===== src/rtl/sky130_sram_1rw_param.sv =====
// sky130_sram_1rw_param: parametrised 1RW synchronous SRAM with lane write mask, clear-on-reset and 1/2-cycle reads
module sky130_sram_1rw_param #(
    parameter int DATA_WIDTH     = 32,
    parameter int ADDR_WIDTH     = 4,
    parameter int WMASK_WIDTH    = 8,
    parameter int READ_LATENCY   = 1,
    parameter int WRITE_MODE     = 0,
    parameter int CLEAR_ON_RESET = 1,
    localparam int NUM_WMASKS    = DATA_WIDTH / WMASK_WIDTH,
    localparam int DEPTH         = 1 << ADDR_WIDTH
) (
    input  logic                  clk0,
    input  logic                  rst0,
    input  logic                  csb0,
    input  logic                  web0,
    input  logic [NUM_WMASKS-1:0] wmask0,
    input  logic [ADDR_WIDTH-1:0] addr0,
    input  logic [DATA_WIDTH-1:0] din0,
    output logic [DATA_WIDTH-1:0] dout0,
    output logic                  dout_valid0,
    output logic                  ready0
);
    typedef enum logic [1:0] {S_RESET, S_CLEAR, S_READY} state_t;

    state_t                state, state_n;
    logic [ADDR_WIDTH-1:0] clr_addr;
    logic                  clear_we, acc, out_en, stage_v;
    logic [DATA_WIDTH-1:0] mem [DEPTH];
    logic [DATA_WIDTH-1:0] rd_word, merged, out_word, stage_d;

    if (DATA_WIDTH % WMASK_WIDTH != 0) begin : g_bad_mask
        $error("DATA_WIDTH must be a multiple of WMASK_WIDTH");
    end
    if (READ_LATENCY != 1 && READ_LATENCY != 2) begin : g_bad_lat
        $error("READ_LATENCY must be 1 or 2");
    end
    if (WRITE_MODE < 0 || WRITE_MODE > 2) begin : g_bad_mode
        $error("WRITE_MODE must be 0, 1 or 2");
    end

    assign ready0   = state == S_READY;
    assign acc      = !rst0 && ready0 && !csb0;
    assign rd_word  = mem[addr0];
    assign out_en   = acc && (web0 || WRITE_MODE != 0);
    assign out_word = (!web0 && WRITE_MODE == 1) ? merged : rd_word;

    // Lane merge of incoming data over the currently stored word
    always_comb begin
        merged = rd_word;
        for (int i = 0; i < NUM_WMASKS; i++)
            if (wmask0[i]) merged[i*WMASK_WIDTH +: WMASK_WIDTH] = din0[i*WMASK_WIDTH +: WMASK_WIDTH];
    end

    // State register and clear pointer; reset restarts the clear from word 0
    always_ff @(posedge clk0) begin
        if (rst0) begin
            state    <= S_RESET;
            clr_addr <= '0;
        end else begin
            state    <= state_n;
            clr_addr <= clear_we ? clr_addr + 1'b1 : clr_addr;
        end
    end

    // Every non-ready cycle clears one word; the last word's clear makes the array ready
    always_comb begin
        state_n  = state;
        clear_we = 1'b0;
        if (state != S_READY) begin
            clear_we = CLEAR_ON_RESET != 0;
            state_n  = (CLEAR_ON_RESET == 0 || &clr_addr) ? S_READY : S_CLEAR;
        end
    end

    // Array write port: clear sequencer and user writes never overlap because writes need ready0
    always_ff @(posedge clk0) begin
        if (!rst0 && clear_we)
            mem[clr_addr] <= '0;
        else if (acc && !web0)
            mem[addr0] <= merged;
    end

    if (READ_LATENCY == 2) begin : g_lat2
        logic                  pipe_v;
        logic [DATA_WIDTH-1:0] pipe_d;
        // Extra read stage; flushed by reset so in-flight reads never pulse
        always_ff @(posedge clk0) begin
            if (rst0) begin
                pipe_v <= 1'b0;
                pipe_d <= '0;
            end else begin
                pipe_v <= out_en;
                pipe_d <= out_en ? out_word : pipe_d;
            end
        end
        assign stage_v = pipe_v;
        assign stage_d = pipe_d;
    end else begin : g_lat1
        assign stage_v = out_en;
        assign stage_d = out_word;
    end

    // Output register holds its value between updates
    always_ff @(posedge clk0) begin
        if (rst0) begin
            dout0       <= '0;
            dout_valid0 <= 1'b0;
        end else begin
            dout_valid0 <= stage_v;
            dout0       <= stage_v ? stage_d : dout0;
        end
    end
endmodule


===== config.mk =====
export PLATFORM = sky130hd
export DESIGN_NAME = sky130_sram_1rw_param
export DESIGN_NICKNAME = d
export VERILOG_FILES = /design/src/rtl/sky130_sram_1rw_param.sv
export SDC_FILE = /design/constraint.sdc
export NUM_CORES = 1
export LEC_CHECK = 0
export CAP_MARGIN = 25
export CELL_PAD_IN_SITES_DETAIL_PLACEMENT = 1
export CELL_PAD_IN_SITES_GLOBAL_PLACEMENT = 2
export CORE_MARGIN = 5
export CORE_UTILIZATION = 42
export CTS_BUF_LIST = sky130_fd_sc_hd__clkbuf_4 sky130_fd_sc_hd__clkbuf_8 sky130_fd_sc_hd__clkbuf_16
export CTS_CLUSTER_DIAMETER = 120
export DETAILED_ROUTE_END_ITERATION = 6
export PLACE_DENSITY = 0.74
export SLEW_MARGIN = 20
export SYNTH_ARGS = -nofsm -noshare
export SYNTH_HDL_FRONTEND = slang
export SYNTH_SLANG_ARGS = --single-unit

===== constraint.sdc =====
create_clock -name clk0 -period 3.25 [get_ports clk0]
set_input_delay 0.65 -clock clk0 [delete_from_list [all_inputs] [get_ports clk0]]
set_output_delay 0.65 -clock clk0 [all_outputs]
set_load 0.02 [all_outputs]

---- Yosys cells after proc, flatten, opt, wreduce, memory -nomap -nowiden ----
Memory sizes are Yosys's and may differ from the RTL's.
Index checks and enable logic that the tools add are counted.
operators by class
  reduce and logical (&&, ||, !) cells .... 10
  div/mod/pow operators ................... 0
  shift operators ......................... 0
  add/subtract/negate cells ............... 1
  bitwise operators ....................... 0
  muxes and demuxes ....................... 14
  equality and inequality tests ........... 2
  $lt $le $gt $ge ......................... 0
  $mul .................................... 0
operator list
  operator                                      number
  2-to-1 mux 32 bit                             1
  2-to-1 mux 8 bit                              4
  OR reduction 32 bit                           1
  2-to-1 mux 1 bit                              7
  logical AND 1 bit                             5
  adder 4 x 1 -> 4 bit, second input constant   1
  2-to-1 mux 4 bit                              1
  AND reduction 4 bit                           1
  logical NOT 1 bit                             3
  == test 2 bit, second input constant          1
  2-to-1 mux 2 bit                              1
  inequality test 2 bit, second input constant  1
storage, ports and cells
  register bits after elaboration ......... 39
  memory bits (read-only) ................. 0
  RAM bits ................................ 512
  latch bits .............................. 0
  word-level logic and storage cells ...... 32
  memories ................................ 1
memory list
  memory  words  bits a word  read ports  clocked after memory_dff  write ports  RTL line  text
  mem     16     32           1           0                         1            28        logic [DATA_WIDTH-1:0] mem [DEPTH];

---- Longest topological paths before layout ----
Gate-level depths: netlist of run 1.
  depth in word-level cells ............... 9
  gate-level depth with buffers ........... 7
  gate-level depth less buffers ........... 5

---- Worst setup path after synthesis of run 1 ----
OpenSTA, ideal clock, no wires.
  kind .................................... input to register
  start ................................... input port addr0[0]
  end ..................................... memory mem[4][0] (enable)
  slack ................................... -0.050 ns
  data arrival time ....................... 2.879 ns
  stages .................................. 5
  path buffers ............................ 2
  required time ........................... 2.829 ns
  path through ............................ buf_4 nor2_1 clkbuf_1 mux2i_1 nor2_1
on the way
  longest elaborated chain between the ends .. 1
ends and longest elaborated chain
  what                               RTL line  text
  start: declaration                 17        input logic [ADDR_WIDTH-1:0] addr0,
  2-to-1 mux 4 bit (no source line)  -
  end: declaration                   28
No other way between the ends.

---- Worst setup path in the final report of run 1 ----
  start ................................... register state[0]
  end ..................................... output port ready0
on the way
  longest elaborated chain between the ends .. 1
ends and longest elaborated chain
  what                      RTL line  text
  start: declaration        25        state_t state, state_n;
  start signal: assignment  60        state <= state_n;
  == test 2 bit             41        assign ready0 = state == S_READY;
  end: declaration          21        output logic ready0
No other way between the ends.

==> metrics.cfg, run 1 <==
[run_status]
outcome = finished clean

[min_path]
min_path_type = flop to flop
hp-start = dout0[21]$_SDFFE_PP0P_

[placed_design]
routabilityCongestion = 0.779
dpl.cell_count = 1995
hpwlAfterDp_mm = 36.2
pre_cts_ws_ns = -0.0695
place_area_um2 = 24300
port_buffers = 77

[clocking]
cts_tree = done
path_clk_slew_ns = 0.06
ctsResizeCount = 0
post-cts-setup-buffers = 0
htree_num_levels = 2
cts_made_buffers = 57
postCtsHoldBufs = 0
clockBufferDepth = 3
ctsRootBufferMaster = clkbuf_16
numClockSinks = 551
clk_latency_ns = 0.61

[critical_path]
critical_path.max_stage_delay_ns = 0.67
r2r-end = mem[12][14]$_DFFE_PP_
path_cells = nand2b_1 -> inv_1 -> clkdlybuf4s50_1
crit_cells = 3
critPathKind = flop to primary output
reg2reg_depth = 5
cp.required_ns = 2.60
crit_path_start = state[0]$_SDFFE_PP0P_
r2r_slack_ns = 0.50
r2r-start = state[0]$_SDFFE_PP0P_
critical_path_buf_inv_count = 2
cp.arrival_ns = 2.18
slowest_stage = clkdlybuf4s50_1
startpoint_type = flop
cp_max_fo = 9
endpoint_kind = primary output
cp_top_family = buffers and inverters
cp-endpoint = ready0

[yosys]
async_flop_share = 0
syn_avg_cell_area_um2 = 18.2
syn-cell-area_um2 = 21400
ys_seq_elements = 551
ys.flop_type = edfxtp_1
synth_cell_type_count = 39
netlist_instances = 1177
synthesis.nets = 1222
ys_seq_area_frac = 0.754
synth_edf_count = 512
yosysWarnings = 0

[pwr]
powerDensity_nw_per_um2 = 580
finalPower_mw = 15.2
p_leak_nw = 9.82
peakVddDrop_mv = 0.539

[sta]
slew_headroom = 0.328
fin_skew_ns = 0.0307
finalHoldViolations = 0
fin_crit_ns = 2.83
clock.fmax_mhz = 353
tightest_slew_ns = 0.981
setup_slack_ns = 0.417
min_period_over_period = 0.872
rsz0062_at_grt = no
final_max_slew_viol_count = 0
setup_viol = 0

[finish]
fill_cells = 4611
drive_above_1_share = 0.215
nNetsFinal = 1431
final_util = 0.521
mostFrequentLayoutCells = edfxtp_1 (512), mux2i_1 (196), buf_4 (110)
design_area_um2 = 26200
final_common_cell = edfxtp_1
diodes = 0
stdcell_count = 2106
area_growth_pct = 22.4

[floorplan]
die_y_um = 236
initial_core_util = 0.426
num_rows = 82
ioPinCount = 78
coreArea_um2 = 50400
die_w_um = 236
die_area_um2 = 55700

[global_routing]
grt_first_pass_wirelength_mm = 87.1
grt_usage = 0.208
grt_antenna_before_repair = 1
grt_overflow_total = 0
grt_max_degree = 35
grt_pass1_vias = 13000

[detailed_routing]
via_per_inst = 5.78
firstDrtPassIters = 6
dr.first_iter.drc_count = 1177
ant_nets = 0
routedWlPerCell_um = 27.9
dr_total_vias = 12200
totalWireLength_mm = 58.8
post-route-drc-count = 0

[flow_run]
drv_cap = 0

worst register-to-register path: stages (launching register included):
cell      delay (ns)
dfxtp_1         0.29
nand2b_1        0.31
or4_1           0.68
mux2i_1         0.82
nor2_4          0.13
buf_12          0.23
how the worst min path moves through the flow:
stage | endpoint | cells after the start
6_report | dout0[21]$_SDFFE_PP0P_ | 1
5_1_grt | dout0[22]$_SDFFE_PP0P_ | 1
4_1_cts | dout0[9]$_SDFFE_PP0P_ | 1
3_5_place_dp | dout0[21]$_SDFFE_PP0P_ | 1
3_3_place_gp | dout0[29]$_SDFFE_PP0P_ | 1
2_1_floorplan | clr_addr[1]$_SDFFE_PP0P_ | 2
metrics by stage:
| stage | hold WS [ns] | setup TNS (ns) |
|---|---|---|
| 2_1_floorplan | 0.477 | -17.60 |
| 3_3_place_gp | 0.446 | -5.48 |
| 3_5_place_dp | 0.446 | -14.87 |
| 4_1_cts | 0.465 | 0 |
| 5_1_grt | 0.473 | 0 |
| 6_report | 0.460 | 0 |
per-layer routing:
metal	routed length, um	part of all wire	GRT usage
met5	0	0	0
met4	1350	0.023	0.0535
met3	3250	0.055	0.0278
met2	29300	0.50	0.354
met1	24900	0.42	0.286
flip-flops by register name (all words and copies together), names as in the netlist:
register,count
dout_valid0,1
clr_addr,4
state,2
dout0,32
mem,512
cell usage after synthesis, types with 2 or more instances:
cell	n	area, um^2
edfxtp_1	512	15400
mux2i_1	196	1960
a21oi_1	67	335
nor2_1	45	169
dfxtp_1	39	781
clkbuf_1	35	131
a222oi_1	32	320
mux4_2	32	721
o2bb2ai_1	32	280
o21ai_0	27	135
a221o_1	22	220
a2bb2oi_1	22	193
buf_2	15	75.1
buf_4	12	90.1
nand2b_1	11	68.8
a221oi_1	10	87.6
a22oi_1	10	75.1
buf_6	8	90.1
inv_1	8	30.0
nor2b_1	5	31.3
o21ai_1	5	25.0
nand2_1	4	15.0
and2_1	3	18.8
buf_1	3	11.3
buf_8	3	45.0
a31oi_1	2	12.5
a32oi_1	2	17.5
nand3_1	2	10.0
nor3_1	2	10.0
xnor2_1	2	17.5
cell families (layout without fill, tap and decap cells):
| group | after synthesis | in the layout | synth area share |
|---|---|---|---|
| and+or+nand+nor | 78 | 78 | 0.0179 |
| buffers and inverters | 85 | 342 | 0.0222 |
| AOI/OAI and AO/OA | 231 | 231 | 0.0794 |
| adders and majority gates | 1 | 1 | 0.000584 |
| DFF | 551 | 551 | 0.754 |
| muxes | 228 | 228 | 0.125 |
| xor gates and xnor gates | 3 | 3 | 0.00123 |
power by group:
| part | switching, mW | internal [mW] |
|---|---|---|
| clock | 2.67 | 3.96 |
| combinational | 0.485 | 0.362 |
| sequential | 0.0246 | 7.73 |
cell type report:
| cell class | count | area (um^2) | area share |
|---|---|---|---|
| Sequential cell | 551 | 16200 | 0.616 |
| Clock inverter | 28 | 289 | 0.0110 |
| Inverter | 9 | 33.8 | 0.00129 |
| Timing Repair Buffer | 226 | 2330 | 0.0889 |
| Tap cell | 672 | 841 | 0.0320 |
| Clock buffer | 79 | 1620 | 0.0618 |
| Multi-Input combinational cell | 541 | 4970 | 0.189 |
Power figures use the tool's default switching activity.
==> run 2: changes to the inputs <==
--- a/config.mk
+++ b/config.mk
@@ -9,11 +9,12 @@
 export CELL_PAD_IN_SITES_DETAIL_PLACEMENT = 1
 export CELL_PAD_IN_SITES_GLOBAL_PLACEMENT = 2
 export CORE_MARGIN = 5
-export CORE_UTILIZATION = 42
+export CORE_UTILIZATION = 25
 export CTS_BUF_LIST = sky130_fd_sc_hd__clkbuf_4 sky130_fd_sc_hd__clkbuf_8 sky130_fd_sc_hd__clkbuf_16
 export CTS_CLUSTER_DIAMETER = 120
 export DETAILED_ROUTE_END_ITERATION = 6
-export PLACE_DENSITY = 0.74
+export HOLD_SLACK_MARGIN = 0.12
+export PLACE_DENSITY = 0.48
 export SLEW_MARGIN = 20
 export SYNTH_ARGS = -nofsm -noshare
 export SYNTH_HDL_FRONTEND = slang
==> metrics.cfg, run 2 (same netlist as run 1, synthesis figures left out) <==
[floorplan]
die_area_um2 = 91700  ; +65%
ioPinCount = 78  ; unchanged
die_y_um = 303  ; +28%
coreArea_um2 = 85100  ; +69%
initial_core_util = 0.252  ; -0.174
num_rows = 107  ; +30%
die_w_um = 303  ; +28%

[clocking]
numClockSinks = 551  ; unchanged
htree_num_levels = 3  ; +1
cts_tree = done
postCtsHoldBufs = 0  ; unchanged
ctsRootBufferMaster = clkbuf_16
ctsResizeCount = 0  ; unchanged
path_clk_slew_ns = 0.06  ; about the same
cts_made_buffers = 67  ; +18%
clk_latency_ns = 0.60  ; about the same
clockBufferDepth = 3  ; unchanged
post-cts-setup-buffers = 0  ; unchanged

[finish]
final_common_cell = edfxtp_1
top_register = mem
area_growth_pct = 25.9
drive_above_1_share = 0.215  ; about the same
mostFrequentLayoutCells = edfxtp_1 (512), mux2i_1 (196), buf_4 (109)
design_area_um2 = 27000  ; +2.8%
reg_top3 = mem x512, dout0 x32, clr_addr x4
largest_reg_flops = 512  ; unchanged
final_util = 0.317  ; -0.204
nNetsFinal = 1431  ; unchanged

[pwr]
peakVddDrop_mv = 0.302  ; -44%
powerDensity_nw_per_um2 = 595  ; +2.5%
p_leak_nw = 9.88  ; +0.61%
finalPower_mw = 16.0  ; +5.4%

[critical_path]
slowest_stage = clkdlybuf4s50_1
critical_path_buf_inv_count = 2  ; unchanged
critical_path.max_stage_delay_ns = 0.68  ; about the same
path_cells = nand2b_1 -> inv_1 -> clkdlybuf4s50_1
cp.arrival_ns = 2.17  ; about the same
cp_top_family = buffers and inverters
cp_max_fo = 9  ; unchanged
critPathKind = flop to primary output
crit_cells = 3  ; unchanged
endpoint_kind = primary output
reg2reg_depth = 5  ; unchanged
startpoint_type = flop
cp.required_ns = 2.60  ; about the same

[sta]
tightest_slew_ns = 1.10  ; +0.116 ns
fin_skew_ns = 0.0299  ; -0.000759 ns
setup_viol = 0  ; unchanged
rsz0062_at_grt = no
final_max_slew_viol_count = 0  ; unchanged
slew_headroom = 0.269  ; -0.0587
fin_crit_ns = 2.82  ; -0.0142 ns
holdWs_ns = 0.464  ; +0.00309 ns
clock.fmax_mhz = 355  ; +0.51%
finalHoldViolations = 0  ; unchanged
min_period_over_period = 0.867  ; -0.00438

[detailed_routing]
ant_nets = 0  ; unchanged
dr.first_iter.drc_count = 753  ; -36%
totalWireLength_mm = 64.1  ; +9.0%
routedWlPerCell_um = 24.8  ; -11%
dr_total_vias = 11900  ; -2.2%
via_per_inst = 4.61  ; -20%
post-route-drc-count = 0  ; unchanged
firstDrtPassIters = 7  ; +1

[global_routing]
grt_max_degree = 35  ; unchanged
grt_usage = 0.140  ; -0.0686
grt_antenna_before_repair = 0  ; -1
grt_first_pass_wirelength_mm = 92.5  ; +6.1%
grt_overflow_total = 0  ; unchanged
grt_pass1_vias = 12800  ; -1.4%

[placed_design]
routabilityCongestion = 0.713  ; -8.5%
place_area_um2 = 24700  ; +1.9%
port_buffers = 77  ; unchanged
hpwlAfterDp_mm = 39.0  ; +7.7%

[min_path]
min_path_type = flop to flop
hold_depth = 1  ; unchanged

[flow_run]
drv_cap = 0  ; unchanged

[run_status]
outcome = finished clean

==> run 2: through the flow <==
stage | TNS [ns] | setup slack (ns) | cells
after floorplan | -17.60 | -0.0500 | 1177
after global placement | -3.66 | -0.0554 | 2459
after detailed placement | -21.11 | -0.179 | 2459
after CTS | 0 | 0.312 | 2581
after global routing | 0 | 0.271 | 2583
final | 0 | 0.431 | 2584
==> run 2: area by class of cell <==
cell class,count,area [um^2]
Multi-Input combinational cell,541,4980
Antenna cell,1,2.50
Tap cell,1144,1430
Timing Repair Buffer,216,2190
Clock buffer,89,1920
Sequential cell,551,16200
Inverter,9,33.8
Clock inverter,33,282
Fill cell,8740,58200
==> run 2: final timing paths <==
path / start / to / slack [ns]
worst min-delay path: dout0[25]$_SDFFE_PP0P_ / dout0[25]$_SDFFE_PP0P_ / 0.46
worst max register to register: state[0]$_SDFFE_PP0P_ / mem[2][2]$_DFFE_PP_ / 0.50
worst min register to register: dout0[25]$_SDFFE_PP0P_ / dout0[25]$_SDFFE_PP0P_ / 0.46
worst max-delay path: state[0]$_SDFFE_PP0P_ / ready0 / 0.43
==> run 2: power by group <==
group	internal, mW	leakage (nW)	total [mW]	switching, mW
sequential	7.73	5.71	7.75	0.0214
combinational	0.352	3.06	0.868	0.515
clock	4.54	1.10	7.43	2.89
total	12.6	9.88	16.0	3.42
==> run 2: layer usage <==
metal / share of wire / up-vias / track usage
li1: - / 5253 / -
met1: 0.48 / 6352 / 0.199
met2: 0.47 / 224 / 0.225
met3: 0.036 / 73 / 0.0230
met4: 0.014 / 0 / 0.0315
met5: 0 / - / 0
